<file path="src/rtl/dm_pkg.sv">
// Shared definitions for the debug-memory arbiter: response owner encoding and read latency.
package dm_pkg;

    typedef enum logic {
        OWNER_INSTR = 1'b0,
        OWNER_DATA  = 1'b1
    } owner_e;

    localparam int RespLatency = 1;

endpackage

</file>
<file path="src/rtl/dm_arb_select.sv">
// Combinational grant selection between the instruction and data ports of the debug memory.
module dm_arb_select
    import dm_pkg::*;
(
    input  logic   ireq,
    input  logic   dreq,
    input  logic   hold,
    input  owner_e ptr,
    input  logic   starve,
    output logic   igrant,
    output logic   dgrant
);

    logic prefer_instr;

    // A contested cycle goes to the instruction port when it is starved or the pointer favours it.
    assign prefer_instr = starve | (ptr == OWNER_INSTR);

    assign igrant = ~hold & ireq & (~dreq | prefer_instr);
    assign dgrant = ~hold & dreq & (~ireq | ~prefer_instr);

endmodule

</file>
<file path="src/rtl/dm_mem_arbiter.sv">
// Arbitrates instruction and data requests onto one debug-memory port with a 1-cycle read latency.
// Define DM_ARB_ROUND_ROBIN_EN for round-robin arbitration; otherwise data has priority with a starvation bound.
module dm_mem_arbiter
    import dm_pkg::*;
#(
    parameter int BusWidth = 32,
    parameter int MaxWait  = 4
) (
    input  logic                  clk_i,
    input  logic                  rst_ni,
    input  logic                  flush_i,
    input  logic                  ireq_i,
    input  logic [BusWidth-1:0]   iaddr_i,
    output logic                  igrant_o,
    output logic                  irvalid_o,
    output logic [BusWidth-1:0]   irdata_o,
    input  logic                  dreq_i,
    input  logic                  dwe_i,
    input  logic [BusWidth-1:0]   daddr_i,
    input  logic [BusWidth-1:0]   dwdata_i,
    input  logic [BusWidth/8-1:0] dbe_i,
    output logic                  dgrant_o,
    output logic                  drvalid_o,
    output logic [BusWidth-1:0]   drdata_o,
    output logic                  req_o,
    output logic                  we_o,
    output logic [BusWidth-1:0]   addr_o,
    output logic [BusWidth-1:0]   wdata_o,
    output logic [BusWidth/8-1:0] be_o,
    input  logic [BusWidth-1:0]   rdata_i
);

    localparam int BeWidth = BusWidth / 8;

    logic                   igrant;
    logic                   dgrant;
    logic                   any_grant;
    logic                   starve;
    logic                   rsp_valid;
    owner_e                 rr_ptr;
    owner_e                 owner_q;
    logic [RespLatency-1:0] valid_q;

    // Reset and flush both block new address phases immediately.
    dm_arb_select u_select (
        .ireq   (ireq_i),
        .dreq   (dreq_i),
        .hold   (flush_i | ~rst_ni),
        .ptr    (rr_ptr),
        .starve (starve),
        .igrant (igrant),
        .dgrant (dgrant)
    );

    assign any_grant = igrant | dgrant;

`ifdef DM_ARB_ROUND_ROBIN_EN
    owner_e rr_ptr_q;

    always_ff @(posedge clk_i or negedge rst_ni) begin
        if (!rst_ni) begin
            rr_ptr_q <= OWNER_DATA;
        end else if (flush_i) begin
            rr_ptr_q <= OWNER_DATA;
        end else if (ireq_i && dreq_i) begin
            rr_ptr_q <= igrant ? OWNER_DATA : OWNER_INSTR;
        end
    end

    assign rr_ptr = rr_ptr_q;
    assign starve = 1'b0;
`else
    localparam int                  CntWidth = $clog2(MaxWait + 1);
    localparam logic [CntWidth-1:0] CntMax   = CntWidth'(MaxWait);

    logic [CntWidth-1:0] wait_cnt;

    always_ff @(posedge clk_i or negedge rst_ni) begin
        if (!rst_ni) begin
            wait_cnt <= '0;
        end else if (flush_i || igrant) begin
            wait_cnt <= '0;
        end else if (ireq_i && (wait_cnt != CntMax)) begin
            wait_cnt <= wait_cnt + CntWidth'(1);
        end
    end

    assign rr_ptr = OWNER_DATA;
    assign starve = (wait_cnt == CntMax);
`endif

    // Response phase: remember who owns the beat returning next cycle.
    always_ff @(posedge clk_i or negedge rst_ni) begin
        if (!rst_ni) begin
            valid_q <= '0;
            owner_q <= OWNER_INSTR;
        end else if (flush_i) begin
            valid_q <= '0;
        end else begin
            valid_q <= RespLatency'(any_grant);
            if (any_grant) begin
                owner_q <= dgrant ? OWNER_DATA : OWNER_INSTR;
            end
        end
    end

    assign rsp_valid = valid_q[RespLatency-1];

    assign igrant_o  = igrant;
    assign dgrant_o  = dgrant;
    assign req_o     = any_grant;
    assign irvalid_o = rsp_valid & (owner_q == OWNER_INSTR);
    assign drvalid_o = rsp_valid & (owner_q == OWNER_DATA);
    assign irdata_o  = irvalid_o ? rdata_i : '0;
    assign drdata_o  = drvalid_o ? rdata_i : '0;

    assign we_o    = dgrant & dwe_i;
    assign addr_o  = dgrant ? daddr_i : (igrant ? iaddr_i : '0);
    assign wdata_o = dgrant ? dwdata_i : '0;
    assign be_o    = dgrant ? dbe_i : (igrant ? {BeWidth{1'b1}} : '0);

endmodule

</file>
<file path="config.mk">
export PLATFORM = sky130hd
export DESIGN_NAME = dm_mem_arbiter
export DESIGN_NICKNAME = d
export VERILOG_FILES = /design/src/rtl/dm_pkg.sv /design/src/rtl/dm_arb_select.sv /design/src/rtl/dm_mem_arbiter.sv
export SDC_FILE = /design/constraint.sdc
export NUM_CORES = 1
export LEC_CHECK = 0
export CAP_MARGIN = 20
export CORE_AREA = 2 2 108 110
export DETAILED_ROUTE_END_ITERATION = 16
export DIE_AREA = 0 0 110 112
export MAX_ROUTING_LAYER = met4
export PLACE_DENSITY = 0.57
export SKIP_CTS_REPAIR_TIMING = 1
export SLEW_MARGIN = 15
export SYNTH_ARGS = -nofsm -noshare
export SYNTH_HDL_FRONTEND = slang
export SYNTH_SLANG_ARGS = --single-unit
export TNS_END_PERCENT = 1
</file>
<file path="constraint.sdc">
create_clock -name clk_i -period 2.1 [get_ports clk_i]
set_input_delay 0.525 -clock clk_i [delete_from_list [all_inputs] [get_ports clk_i]]
set_output_delay 0.525 -clock clk_i [all_outputs]
set_load 0.1 [all_outputs]
</file>
==> impl_metrics.py <==
metrics = {
    "drt": {
        "drt_iter0_drc": 73,
        "finalWirelength_mm": 11.1,
        "drtAntennaViolNets": 0,
        "drcViolationCount": 0,
        "wl_per_cell_um": 18.0,
        "routed_via_density": 4.16,
        "vias": 2567,
        "dr.pass1.iters": 4,
    },
    "sta": {
        "period_needed_ns": 2.36,
        "max_clock_freq_mhz": 424,
        "maxSlewViolCount": 0,
        "fin_ws_ns": -0.261,
        "finClkSkew_ns": 0.00220,
        "max_slew.worst_pin.slew_ns": 0.397,
        "rsz0062_at_grt": "true",
        "slew-limit-headroom_pct": 73.3,
        "final_hold_viol_count": 0,
        "final-setup-viol-count": 71,
        "period_share_pct": 112,
        "holdWs_ns": 0.364,
    },
    "global_routing": {
        "grt_max_degree": 35,
        "grt_usage_pct": 15.6,
        "grt_pass1_wl_mm": 14.2,
        "antenna_found_initial": 1,
        "grt_overflow_total": 0,
        "grt_pass1_vias": 2567,
    },
    "setup_path": {
        "cp_num_buf_inv": 3,
        "endpoint_kind": "primary output",
        "worstPathRequired_ns": 1.57,
        "timing.rr.end": "owner_q",
        "criticalPathCategory": "reg2out",
        "cp_num_cells": 7,
        "worstPathMaxFanout": 7,
        "reg2regPathDepth": 7,
        "rrSetupSlack_ns": 0.55,
        "critPathMaxStageDelay_ns": 0.37,
        "arrival_ns": 1.84,
        "crit_family": "buffers and inverters",
        "crit_chain": "inv_2, ha_4, nand3_2, and3_4, clkbuf_16, a22o_2, buf_12",
        "critPathLaunchType": "register",
        "crit_slowest_cell": "dfrtp_1",
        "reg2reg_from": "wait_cnt[0]",
    },
    "floorplanning": {
        "coreArea_um2": 11200,
        "io_pins": 276,
        "die_w_um": 110,
        "die_area_um2": 12300,
        "die-height_um": 112,
        "rows": 39,
        "start_util_pct": 12.2,
    },
    "final_layout": {
        "multi_input_area_um2": 1480,
        "fillers": 886,
        "area_delta_synth_final_pct": 372,
        "drive_gt1_share_pct": 54.8,
        "nets": 614,
        "seqCellArea_um2": 125,
    },
    "yosys": {
        "synth-edff-count": 0,
        "synth-seq-area-share_pct": 9.17,
        "syn_area_um2": 1360,
        "syn_inst": 184,
        "avgSynthCellArea_um2": 7.41,
        "yosys_most_used_dff": "dfrtp_1",
        "yosysMostFrequentCell": "and2_1",
        "synth_common_cells": "and2_1 (56), and3_1 (33), a22o_1 (32), and2_4 (10), clkbuf_1 (10)",
        "async_flop_share_pct": 100,
        "yosysWarnings": 0,
        "synth_cell_type_count": 26,
        "ys_ff_latch": 5,
        "syn_nets": 324,
        "yosys.area.top_type": "and2_1",
        "yosys.area.top_type_share_pct": 25.7,
        "synth.area.top_cells": "and2_1 (26%), a22o_1 (21%), and3_1 (15%)",
    },
    "cts": {
        "root_buffer": "clkbuf_16",
        "clock_sinks": 5,
        "cts_buffer_depth": 2,
        "worstSkewPairLatency_ns": 0.23,
        "clk_pin_slew_ns": 0.03,
        "cts_buffers": 3,
        "h-tree-depth": 1,
        "tritoncts": "done",
    },
    "placed_design": {
        "port_buffers": 275,
        "place_congestion": 0.825,
        "hpwl_mm": 8.45,
    },
    "status": {
        "failed_checks": "negative setup slack",
        "status": "complete, but fails checks",
    },
    "min_path": {
        "min_path_type": "in2async",
    },
    "power_and_ir_drop": {
        "power_leakage_nw": 2.85,
        "ir_worst_vdd_uv": 191,
        "p_total_mw": 2.10,
        "cellPowerDensity_nw_per_um2": 326,
    },
    "flow_run": {
        "cap_viol_max_count": 0,
    },
}
[where the power goes]
| part | switching, mW | internal (mW) |
|---|---|---|
| registers | 0.00454 | 0.105 |
| logic | 0.945 | 0.726 |
| clock network | 0.0670 | 0.252 |
[worst max-delay path by stage]
stage | start | to | slack (ns)
floorplan | wait_cnt[0] | wdata_o[27] | -0.27
global placement | rst_ni | addr_o[28] | -0.46
detailed placement | rst_ni | addr_o[24] | -0.50
CTS | rst_ni | wdata_o[30] | -0.52
global route | wait_cnt[0] | addr_o[12] | -0.31
finish | wait_cnt[0] | addr_o[12] | -0.26
[sequential cells by signal, indices dropped and copies added, names as in the netlist]
name and count:
owner_q 1, rsp_valid 1, wait_cnt 3
[routing by layer]
metal | up-vias | share of wire (%) | track usage [%]
li1 | 1233 | - | -
met1 | 1196 | 36 | 17.3
met2 | 126 | 56 | 28.2
met3 | 12 | 5.7 | 2.75
met4 | 0 | 1.5 | 4.05
met5 | - | 0 | -
[through the flow]
| step | util, % | TNS [ns] | cell area, µm² | instances | setup slack [ns] |
|---|---|---|---|---|---|
| after detailed placement | 52.2 | -32.55 | 5840 | 599 | -0.505 |
| after global placement | 52.2 | -29.23 | 5840 | 599 | -0.455 |
| final | 57.6 | -11.25 | 6440 | 617 | -0.261 |
| after CTS | 53.0 | -33.51 | 5920 | 603 | -0.523 |
| after floorplan | - | -6.71 | 1480 | 184 | -0.268 |
| after global routing | 57.6 | -14.88 | 6440 | 617 | -0.311 |
[placed cells by master, fill, tap and decap left out]
cell / netlist / final
clkbuf_1: 10 / 1
inv_2: 0 / 2
o21a_2: 0 / 3
clkbuf_16: 0 / 9
a21o_2: 0 / 2
nor3_1: 2 / 2
mux2i_1: 1 / 1
nor2b_4: 0 / 1
a21boi_0: 1 / 1
a22o_2: 0 / 3
dfrtp_1: 5 / 5
and2_1: 56 / 24
xnor2_1: 1 / 1
buf_12: 0 / 144
o21ai_0: 1 / 1
and3_1: 33 / 32
buf_6: 6 / 2
diode_2: 0 / 1
nand3b_1: 1 / 1
o21a_1: 4 / 1
nand2_1: 2 / 2
nand3_2: 0 / 1
a21oi_4: 0 / 1
and2_4: 10 / 33
and3_4: 0 / 2
nor2b_1: 1 / 1
inv_1: 3 / 1
or2_2: 1 / 1
dlymetal6s2s_1: 0 / 4
a211oi_1: 1 / 1
buf_4: 0 / 15
buf_8: 0 / 1
a22o_4: 0 / 29
ha_1: 2 / 1
clkdlybuf4s50_1: 0 / 133
o21bai_1: 1 / 1
ha_4: 0 / 1
and2_2: 0 / 9
[cell families after synthesis]
logic type                 after synthesis  synth area share (%)
AOI/OAI and AO/OA                       43                  26.2
xor gates and xnor gates                 1                 0.642
adders and majority gates                2                  1.83
buffers and inverters                   24                  10.4
DFF                                      5                  9.17
muxes                                    1                 0.734
and+or+nand+nor                        108                  51.0
[worst reg2reg max path, delay by kind of cell, from the launching register on]
| family | cells | cell delay, ns |
|---|---|---|
| simple gates | 2 | 0.38 |
| fa+ha+maj | 1 | 0.15 |
| flops | 1 | 0.37 |
| compound gates | 1 | 0.14 |
| buf+inv | 3 | 0.39 |
[layout make-up]
type	count	area share [%]
inverter	3	0.175
clock buffer	4	1.22
antenna	1	0.0389
multi-input combinational	156	23.0
tap	143	2.78
sequential	5	1.94
timing repair buffer	305	70.9
Note: power is estimated with default switching activity, not from simulation.
